==> src/rtl/rr_arb8_pkg.sv <==
// Shared types and sizes for the 8-way round-robin arbiter with encoded grant.
package rr_arb8_pkg;
  localparam int NREQ  = 8;
  localparam int IDX_W = 3;

  typedef enum logic [1:0] {
    IDLE  = 2'd0,
    OFFER = 2'd1,
    BUSY  = 2'd2
  } state_t;
endpackage

==> src/rtl/rr_arb8_enc_pick.sv <==
// rr_pick8: rotating-priority pick of the first set request at or after ptr.
module rr_pick8
  import rr_arb8_pkg::*;
(
  input  logic [NREQ-1:0]  req,
  input  logic [IDX_W-1:0] ptr,
  output logic [NREQ-1:0]  onehot,
  output logic [IDX_W-1:0] idx,
  output logic             any
);
  logic [IDX_W-1:0] cand;

  always_comb begin
    any  = 1'b0;
    idx  = '0;
    cand = '0;
    // cand wraps naturally in IDX_W bits
    for (int k = 0; k < NREQ; k++) begin
      cand = ptr + IDX_W'(k);
      if (!any && req[cand]) begin
        any = 1'b1;
        idx = cand;
      end
    end
    onehot = any ? (NREQ'(1) << idx) : '0;
  end
endmodule

==> src/rtl/rr_arb8_enc.sv <==
// Round-robin 8-way arbiter: IDLE -> OFFER -> BUSY, released by done.
// Optional accepted-grant counter enabled by RR_ARB_COUNT_EN.
module rr_arb8_enc
  import rr_arb8_pkg::*;
#(
  parameter int CNT_W = 16
) (
  input  logic             clk,
  input  logic             rst,
  input  logic [NREQ-1:0]  req,
  input  logic             gnt_ready,
  input  logic             done,
  output logic             gnt_valid,
  output logic [NREQ-1:0]  gnt_onehot,
  output logic [IDX_W-1:0] gnt_idx,
`ifdef RR_ARB_COUNT_EN
  output logic             busy,
  output logic [CNT_W-1:0] gnt_cnt
`else
  output logic             busy
`endif
);
  state_t           state;
  logic [IDX_W-1:0] ptr;
  logic [NREQ-1:0]  pick_oh;
  logic [IDX_W-1:0] pick_idx;
  logic             pick_any;

  rr_pick8 u_pick (
    .req    (req),
    .ptr    (ptr),
    .onehot (pick_oh),
    .idx    (pick_idx),
    .any    (pick_any)
  );

  assign gnt_valid = (state == OFFER);
  assign busy      = (state == BUSY);

  always_ff @(posedge clk or posedge rst) begin
    if (rst) begin
      state      <= IDLE;
      ptr        <= '0;
      gnt_onehot <= '0;
      gnt_idx    <= '0;
    end else begin
      case (state)
        IDLE: begin
          if (pick_any) begin
            state      <= OFFER;
            gnt_onehot <= pick_oh;
            gnt_idx    <= pick_idx;
          end
        end
        OFFER: begin
          if (gnt_ready) state <= BUSY;
        end
        BUSY: begin
          if (done) begin
            state      <= IDLE;
            ptr        <= gnt_idx + IDX_W'(1);
            gnt_onehot <= '0;
            gnt_idx    <= '0;
          end
        end
        default: begin
          state      <= IDLE;
          gnt_onehot <= '0;
          gnt_idx    <= '0;
        end
      endcase
    end
  end

`ifdef RR_ARB_COUNT_EN
  always_ff @(posedge clk or posedge rst) begin
    if (rst)
      gnt_cnt <= '0;
    else if (state == OFFER && gnt_ready)
      gnt_cnt <= gnt_cnt + CNT_W'(1);
  end
`else
  logic [CNT_W-1:0] unused_cnt;
  assign unused_cnt = '0;
`endif
endmodule

==> config.mk <==
export PLATFORM = sky130hd
export DESIGN_NAME = rr_arb8_enc
export DESIGN_NICKNAME = d
export VERILOG_FILES = /design/src/rtl/rr_arb8_pkg.sv /design/src/rtl/rr_arb8_enc_pick.sv /design/src/rtl/rr_arb8_enc.sv
export SDC_FILE = /design/constraint.sdc
export NUM_CORES = 1
export LEC_CHECK = 0
export ABC_AREA = 1
export CAP_MARGIN = 25
export CORE_UTILIZATION = 58
export DETAILED_ROUTE_END_ITERATION = 10
export GPL_TIMING_DRIVEN = 0
export PLACE_DENSITY = 0.84
export SYNTH_ARGS = -nofsm -noshare
export SYNTH_HDL_FRONTEND = slang
export SYNTH_SLANG_ARGS = --single-unit
==> constraint.sdc <==
create_clock -name clk -period 4.3 [get_ports clk]
set_input_delay 0.43 -clock clk [delete_from_list [all_inputs] [get_ports clk]]
set_output_delay 0.43 -clock clk [all_outputs]
set_load 0.02 [all_outputs]
==> impl_summary.md, run 1 <==
Status
The flow ran to the end, and the final reports show no timing, DRC or antenna violations.

Synthesis
Synthesis produced a netlist with a net count of between 200 and 250. In the synthesized netlist the dominant register cell turns out to be sky130_fd_sc_hd__dfrtp_1. During synthesis, Yosys emitted a total of 0 warnings. The synthesized instance count is around 220.

The number of flops mapped to enable cells by yosys is 0. In the synthesized netlist the async set-or-reset flop fraction comes to 1.00. In the synthesized netlist, the cells that appear most often are sky130_fd_sc_hd__nand2_1 (65), sky130_fd_sc_hd__nand3_1 (25), sky130_fd_sc_hd__inv_1 (21). The cell accounting for the most synthesized area is sky130_fd_sc_hd__dfrtp_1. The summed instance area of the synthesized netlist is 1530 sq um. The area fraction of the dominant cell type after synthesis is 0.263. The register bit total from synthesis is 16. The most common cell in the synthesized netlist is sky130_fd_sc_hd__nand2_1. The number of distinct library cell variants in the gate-level netlist after synthesis is 28. The per-instance average area after synthesis is 6.87 sq um. Sorting the synthesized cells by area gives the leading types as sky130_fd_sc_hd__dfrtp_1 (26%), sky130_fd_sc_hd__nand2_1 (16%), sky130_fd_sc_hd__nand3_1 (8.2%), sky130_fd_sc_hd__nand3_2 (5.9%), sky130_fd_sc_hd__inv_1 (5.2%). The fraction of the yosys area taken by sequential cells is 0.263.

Timing
The number of pins exceeding their max-slew limit in the final report is 0. For the pin with the worst max-slew slack, the measured transition is 0.591 ns. The worst clock skew is 0.0106 ns.

The sum of negative setup slack is 0 ns. In this run the tightest slew margin relative to its limit is 0.606. Of the available clock period, the critical path in the final layout requires 0.664.

Setup repair after global routing left no endpoint under its margin. The worst path needs approximately 2.9 ns of the cycle, external delays included. The hold violation total from the final report is 0. Timing would allow up to 350 MHz.

The count of endpoints failing setup in the final report is 0.

Die
Row generation in the floorplan step produced 18 rows. The floorplan step set the die width to roughly 53 um. The floorplan step defined a die boundary enclosing approximately 2800 sq um. The region available for standard cell placement spans 2480 sq um. The height of the chip is 53.3 um. The initial core utilization is 0.616. The number of I/O pins is 25.

Route
Dividing the detail-routed via count by the number of cells gives 5.53. The total iterations of the first detailed-routing run is 4. The met3 wirelength from detailed routing is approximately 280 um. The remaining number of nets flagged by the antenna check after routing is 0. The sum of met2 wire segment lengths after detailed routing is 1.64 mm.

The first-iteration detailed-routing DRC count is 49. After detailed routing, the total wire length is 3.62 mm. After detailed routing, the average wire length per cell comes to 12.9 um. The routed via count is approximately 1500. The residual DRC count is 0. The highest signal layer in the routed design is met4.

After detailed routing, the wire length on met1 is 1.61 mm.

Global route
The first-pass GRT wire length is a little over 6 mm. Entering global routing, the biggest net connects 17 pins. The aggregate global routing overflow is 0. Across every metal layer, demand over resource in global routing totals 0.295. The number of antenna violations at the first check in global routing is 0. The number of global-route vias before repair came to 1413.

Placement
Summed over all nets, the half-perimeter wirelength after detailed placement is 2.80 mm. The number of input and output port buffers inserted is 24. The congestion estimate from routability-driven global placement came to roughly 0.9.

Clock tree
TritonCTS created 3 clock buffers. TritonCTS built the clock tree. The clock reaches the later pin of the worst-skew pair after 0.29 ns. The clock drives 16 sinks. The post-cts repair resize count is 0. For this design, the CTS-stage hold fixing added 0 buffers.

Clock-pin slew was measured on the worst setup and hold paths at 0.11 ns. The maximum clock path buffer count is 2. Clock tree synthesis selected as its root buffer the cell sky130_fd_sc_hd__clkbuf_4. The deepest level of the CTS H-tree is 1. Once the clock tree was built, the setup fixing pass inserted 0 buffers.

Final layout
The number of fillers in the final layout is 203. From synthesis to final layout, the design area changed by 20.6%. The flip-flop and latch area is 400 sq um.

The repair_antennas step left the layout with diodes totalling 0. The fraction of final layout cells sized beyond drive strength 1 is 0.192. In the final design database the tool counted 266 nets. The multi-input combinational cells in the finished layout cover a total of 982 sq um.

Critical path
The kind of cell adding the most delay to the critical path is simple AND/OR/NAND/NOR gates. The data required time of the critical path is approximately 4.5 ns. The critical path goes through buf_4 -> inv_2 -> ha_1 -> inv_1 -> nand3_1 -> nand2_1 -> nor2_1 -> a31oi_2 -> inv_2 -> nor2_4 -> nand4_2 -> nand2_1 -> nand3b_2 -> o21ai_1. The sum of buffers and inverters on the critical path is 4.

The largest driver fanout on the critical path is 9. The worst setup path is launched from a register. The arrival time at the worst endpoint is roughly 3 ns. In this design, the stage delay of the slowest critical-path cell is 0.39 ns. The worst setup path is captured at a register.

The critical path class is register to register. The standard cell with the maximum stage delay on the critical path is sky130_fd_sc_hd__dfrtp_1.

Job
The count of max-cap constraint violations is 0.

Min path
The path class of the tightest hold or removal check is input pin to asynchronous set/reset pin.
-- kinds of logic after synthesis --
family                     share of synthesized area
AOI/OAI and AO/OA                             0.0870
xor gates and xnor gates                      0.0238
adders and majority gates                     0.0246
buffers and inverters                         0.0935
DFF                                            0.263
and+or+nand+nor                                0.509
-- worst reg2reg max path, delay by kind of cell (launching register included) --
| family | cells | cell delay, ns |
|---|---|---|
| and+or+nand+nor | 7 | 0.99 |
| buffers and inverters | 4 | 0.68 |
| DFF | 1 | 0.39 |
| adders and majority gates | 1 | 0.39 |
| AOI/OAI and AO/OA | 2 | 0.30 |
-- state kept, by name (all words and copies together) (netlist names) --
name        cells
gnt_idx         3
gnt_onehot      8
ptr             3
state           2
-- cell type report --
type / count / share of cell area
Tap cell: 30 / 0.0204
Sequential cell: 16 / 0.218
Multi-Input combinational cell: 173 / 0.534
Clock buffer: 4 / 0.0197
Inverter: 29 / 0.0592
Timing Repair Buffer: 24 / 0.131
Buffer: 4 / 0.0184
-- stage by stage --
step                std cells   util  hold slack [ns]  setup WS (ns)  instance area (sq um)
finish                    280  0.742            0.485           1.45                   1840
detailed placement        276  0.728            0.488           1.51                   1800
global route              280  0.742            0.558           1.23                   1840
CTS                       280  0.742            0.505           1.49                   1840
global placement          276  0.728            0.472           1.56                   1800
floorplan                 222      -            0.344           1.98                   1530
-- cell usage in the layout, fill, tap and decap left out --
cell                              count
sky130_fd_sc_hd__nand4_1              8
sky130_fd_sc_hd__nor2_4               1
sky130_fd_sc_hd__inv_1               21
sky130_fd_sc_hd__clkbuf_8             1
sky130_fd_sc_hd__nand2_1             65
sky130_fd_sc_hd__xnor2_1              1
sky130_fd_sc_hd__a21oi_1              2
sky130_fd_sc_hd__a31oi_2              1
sky130_fd_sc_hd__buf_4                3
sky130_fd_sc_hd__o21ai_1              7
sky130_fd_sc_hd__o21ai_0              6
sky130_fd_sc_hd__clkbuf_4             3
sky130_fd_sc_hd__inv_2                8
sky130_fd_sc_hd__ha_1                 3
sky130_fd_sc_hd__nand3b_2             1
sky130_fd_sc_hd__nand3_2              9
sky130_fd_sc_hd__and2_1               1
sky130_fd_sc_hd__nand2_4              4
sky130_fd_sc_hd__nor2_2               4
sky130_fd_sc_hd__nand4_4              1
sky130_fd_sc_hd__o21bai_1             5
sky130_fd_sc_hd__nand2_2              8
sky130_fd_sc_hd__nand3_1             25
sky130_fd_sc_hd__nor2_1              17
sky130_fd_sc_hd__a21boi_0             1
sky130_fd_sc_hd__clkdlybuf4s50_1     24
sky130_fd_sc_hd__dfrtp_1             16
sky130_fd_sc_hd__buf_6                1
sky130_fd_sc_hd__nor2_8               1
sky130_fd_sc_hd__nand4_2              1
sky130_fd_sc_hd__xor2_4               1
-- path summary, 6_finish.rpt --
path	from	to	slack, ns	cells after the start
max in group asynchronous	rst	ptr[1]$_DFFE_PP0P_	3.42	2
max	ptr[1]$_DFFE_PP0P_	gnt_onehot[0]$_DFFE_PP0P_	1.45	14
min in group clk	gnt_onehot[3]$_DFFE_PP0P_	gnt_onehot[3]$_DFFE_PP0P_	0.51	2
max reg2reg	ptr[1]$_DFFE_PP0P_	gnt_onehot[0]$_DFFE_PP0P_	1.45	14
min reg2reg	gnt_onehot[3]$_DFFE_PP0P_	gnt_onehot[3]$_DFFE_PP0P_	0.51	2
min	rst	gnt_idx[0]$_DFFE_PP0P_	0.48	2
-- per-layer routing --
metal / vias up / GRT usage
met5: - / 0
met4: 0 / 0.0833
met3: 12 / 0.0747
met2: 60 / 0.473
met1: 701 / 0.388
li1: 774 / -
Power of run 1 is not shown: default switching activity piles up to over one toggle a cycle in this logic, so the estimate is an artifact.
==> inputs of run 2 (changes only) <==
--- a/config.mk
+++ b/config.mk
@@ -7,10 +7,10 @@
 export LEC_CHECK = 0
 export ABC_AREA = 1
 export CAP_MARGIN = 25
-export CORE_UTILIZATION = 58
+export CORE_UTILIZATION = 53
 export DETAILED_ROUTE_END_ITERATION = 10
 export GPL_TIMING_DRIVEN = 0
-export PLACE_DENSITY = 0.84
+export PLACE_DENSITY = 0.77
 export SYNTH_ARGS = -nofsm -noshare
 export SYNTH_HDL_FRONTEND = slang
 export SYNTH_SLANG_ARGS = --single-unit
==> constraint.sdc (replaced) <==
create_clock -name clk -period 2.65 [get_ports clk]
set_input_delay 0.265 -clock clk [delete_from_list [all_inputs] [get_ports clk]]
set_output_delay 0.265 -clock clk [all_outputs]
set_load 0.02 [all_outputs]
==> run 2 against run 1 <==
Fmax is 17% higher. Via count decreased by 0.39%. Core utilization decreased by 5.2 points. Sequential share of layout area shrank 0.56 points. First-iteration DRC count rose by 65%. Worst hold slack worse by 0.14 ns. Worst setup slack lost 1.2 ns. Register-to-register slack got worse by 1.2 ns. Flip-flop and latch count stayed put. Critical endpoint unchanged.
==> impl_summary.md, run 2 (same netlist as run 1, synthesis figures left out) <==
Clock tree
The clock transition time at the flip-flop clock pins of the worst setup and hold paths is 0.08 ns. The cell sitting at the root of the clock tree is a sky130_fd_sc_hd__clkbuf_4. The TritonCTS clock tree is yes. The number of hold buffers added after cts is 0. The clock latency on the worst-skew pair is 0.27 ns. The deepest level of the CTS H-tree is 1. The maximum clock path buffer count is 2.

Clock tree synthesis inserted a total of 3 buffers. The count of clock tree sinks is 16.

Critical path
The critical path class is register to register. Data on the critical path arrives at its endpoint at 2.61 ns. The worst setup path is launched from a register. The data required time of the critical path is ~2.8 ns. STA classifies the critical path endpoint as a register. Of all nets on the critical path, the largest fanout is 10.

Placement
Including well taps, the total number of placed cells is 277. The number of input and output port buffers inserted is 24. The total placed instance area is 1800 sq um.

The half-perimeter wire length after placement is between 2 and 3 mm. The weighted congestion reported at the end of routability-driven placement is 0.875.

Timing
For this run, the top clock speed supported by timing is 409 MHz. Clock skew on the completed layout was measured at 0.000666 ns. The number of pins exceeding their max-slew limit in the final report came to 0. The transition time at the pin with the least slew margin is 0.576 ns. In this run the tightest slew margin relative to its limit is 0.615. The clock period minus final worst setup slack is between 2 and 2.5 ns. The hold violation total from the final report is 0. Setup repair after global routing left no endpoint under its margin.

Setup violations remaining at the end of the flow were counted as 0. In the finished design, the share of the clock period the worst path needs comes to 0.923. After routing, the total negative slack on setup checks comes to 0 ns.

Die
After floorplanning, the core was divided into 19 placement rows. The area of the core region is 2730 sq um. From left edge to right edge, the die measures 55.6 um. The number of I/O pins is 25.

The floorplan step defined a die boundary enclosing 3100 sq um. The die is 55.6 um tall. For this configuration, the core starts out at a cell density of 0.558.

Route
The residual DRC count is 0. The number of vias per cell is 5.43. The total iterations of the first detailed-routing run is 4.

The average detailed-routed wire length per instance is 12.5 um. The routed via count is between 1500 and 2000. Wires add up to 3.55 mm. After the first detailed-routing iteration, the DRC count stood at 81.

The remaining number of nets flagged by the antenna check after routing is 0.

Final layout
The count of cells in the finished layout, fillers not included, comes to 284. The final instance area is 1890 sq um. The register with the most flip-flops in the layout has 8 of them. In the layout the commonest cells are sky130_fd_sc_hd__nand2_1 (65), sky130_fd_sc_hd__nand3_1 (24), sky130_fd_sc_hd__clkdlybuf4s50_1 (24). The register name with the most flops is gnt_onehot. Of the cells placed in the final design, the portion with a size suffix greater than 1 is 0.217.

Leaving out fill and tap cells, the most frequent cell in the layout is sky130_fd_sc_hd__nand2_1. The net count reported at finish is 270. The number of inserted diodes is 0. The largest registers in the layout are gnt_onehot (8), gnt_idx (3), ptr (3). From synthesis to final layout, the design area changed by 23.8%.

Global route
For this run the aggregate overflow at the end of global routing stands at 0. The all-layer global routing usage is 0.253. The pin count of the biggest net entering global routing is 17. The number of antenna violations at the first check in global routing is 0.

The first global-routing pass estimated 6.24 mm of wire. The number of global-route vias before repair is 1458.

Status
The flow ran to the end, and the final reports show no timing, DRC or antenna violations.

Min path
The type of the most critical hold path is input pin to asynchronous set/reset pin.

Job
The count of max-cap constraint violations is 0.
==> run 2: metal layers <==
layer / track usage / vias to the layer above / share of wire
met2: 0.453 / 46 / 0.49
met4: 0.121 / 0 / 0.020
li1: - / 789 / -
met5: 0 / - / 0
met3: 0.0140 / 9 / 0.047
met1: 0.310 / 697 / 0.44
==> run 2: timing repair <==
item / in CTS / in global routing
pin swaps: 0 / 2
gates resized for setup: 3 / 6
setup endpoints to repair: 12 / 11
setup buffers: 0 / 4
==> run 2: worst max-delay path: stages (launching register included) <==
cell	delay [ns]
sky130_fd_sc_hd__dfrtp_1	0.41
sky130_fd_sc_hd__inv_2	0.11
sky130_fd_sc_hd__buf_8	0.16
sky130_fd_sc_hd__ha_4	0.25
sky130_fd_sc_hd__inv_4	0.10
sky130_fd_sc_hd__nand3_2	0.13
sky130_fd_sc_hd__nand3_2	0.11
sky130_fd_sc_hd__nand2_4	0.08
sky130_fd_sc_hd__nor2_8	0.15
sky130_fd_sc_hd__nand4_4	0.10
sky130_fd_sc_hd__nor2_4	0.20
sky130_fd_sc_hd__nand4_2	0.14
sky130_fd_sc_hd__nand2_1	0.14
sky130_fd_sc_hd__nand3b_2	0.17
sky130_fd_sc_hd__o21ai_1	0.07
==> run 2: final timing paths <==
check                      cells after the start                   endpoint  slack (ns)                      start
max                                           14  gnt_onehot[0]$_DFFE_PP0P_        0.21         ptr[0]$_DFFE_PP0P_
min                                            2     gnt_idx[2]$_DFFE_PP0P_        0.34                        rst
max reg2reg                                   14  gnt_onehot[0]$_DFFE_PP0P_        0.21         ptr[0]$_DFFE_PP0P_
min reg2reg                                    2  gnt_onehot[3]$_DFFE_PP0P_        0.50  gnt_onehot[3]$_DFFE_PP0P_
max in group asynchronous                      2  gnt_onehot[3]$_DFFE_PP0P_        1.93                        rst
min in group clk                               2  gnt_onehot[3]$_DFFE_PP0P_        0.50  gnt_onehot[3]$_DFFE_PP0P_
==> run 2: cell type report <==
type                            instances  area (sq um)
Clock buffer                            3          22.5
Buffer                                  4          37.5
Sequential cell                        16           400
Tap cell                               31          38.8
Multi-Input combinational cell        173          1000
Inverter                               29           116
Timing Repair Buffer                   28           270
Fill cell                             237           846
==> run 2: per-stage QoR <==
stage	util	setup WS, ns	hold WS, ns
after global routing	0.691	0.00430	0.421
final	0.691	0.205	0.343
after global placement	0.660	-0.104	0.477
after CTS	0.673	0.0975	0.366
after floorplan	-	0.329	0.179
after detailed placement	0.660	-0.139	0.489
Power of run 2 is left out for the same reason.
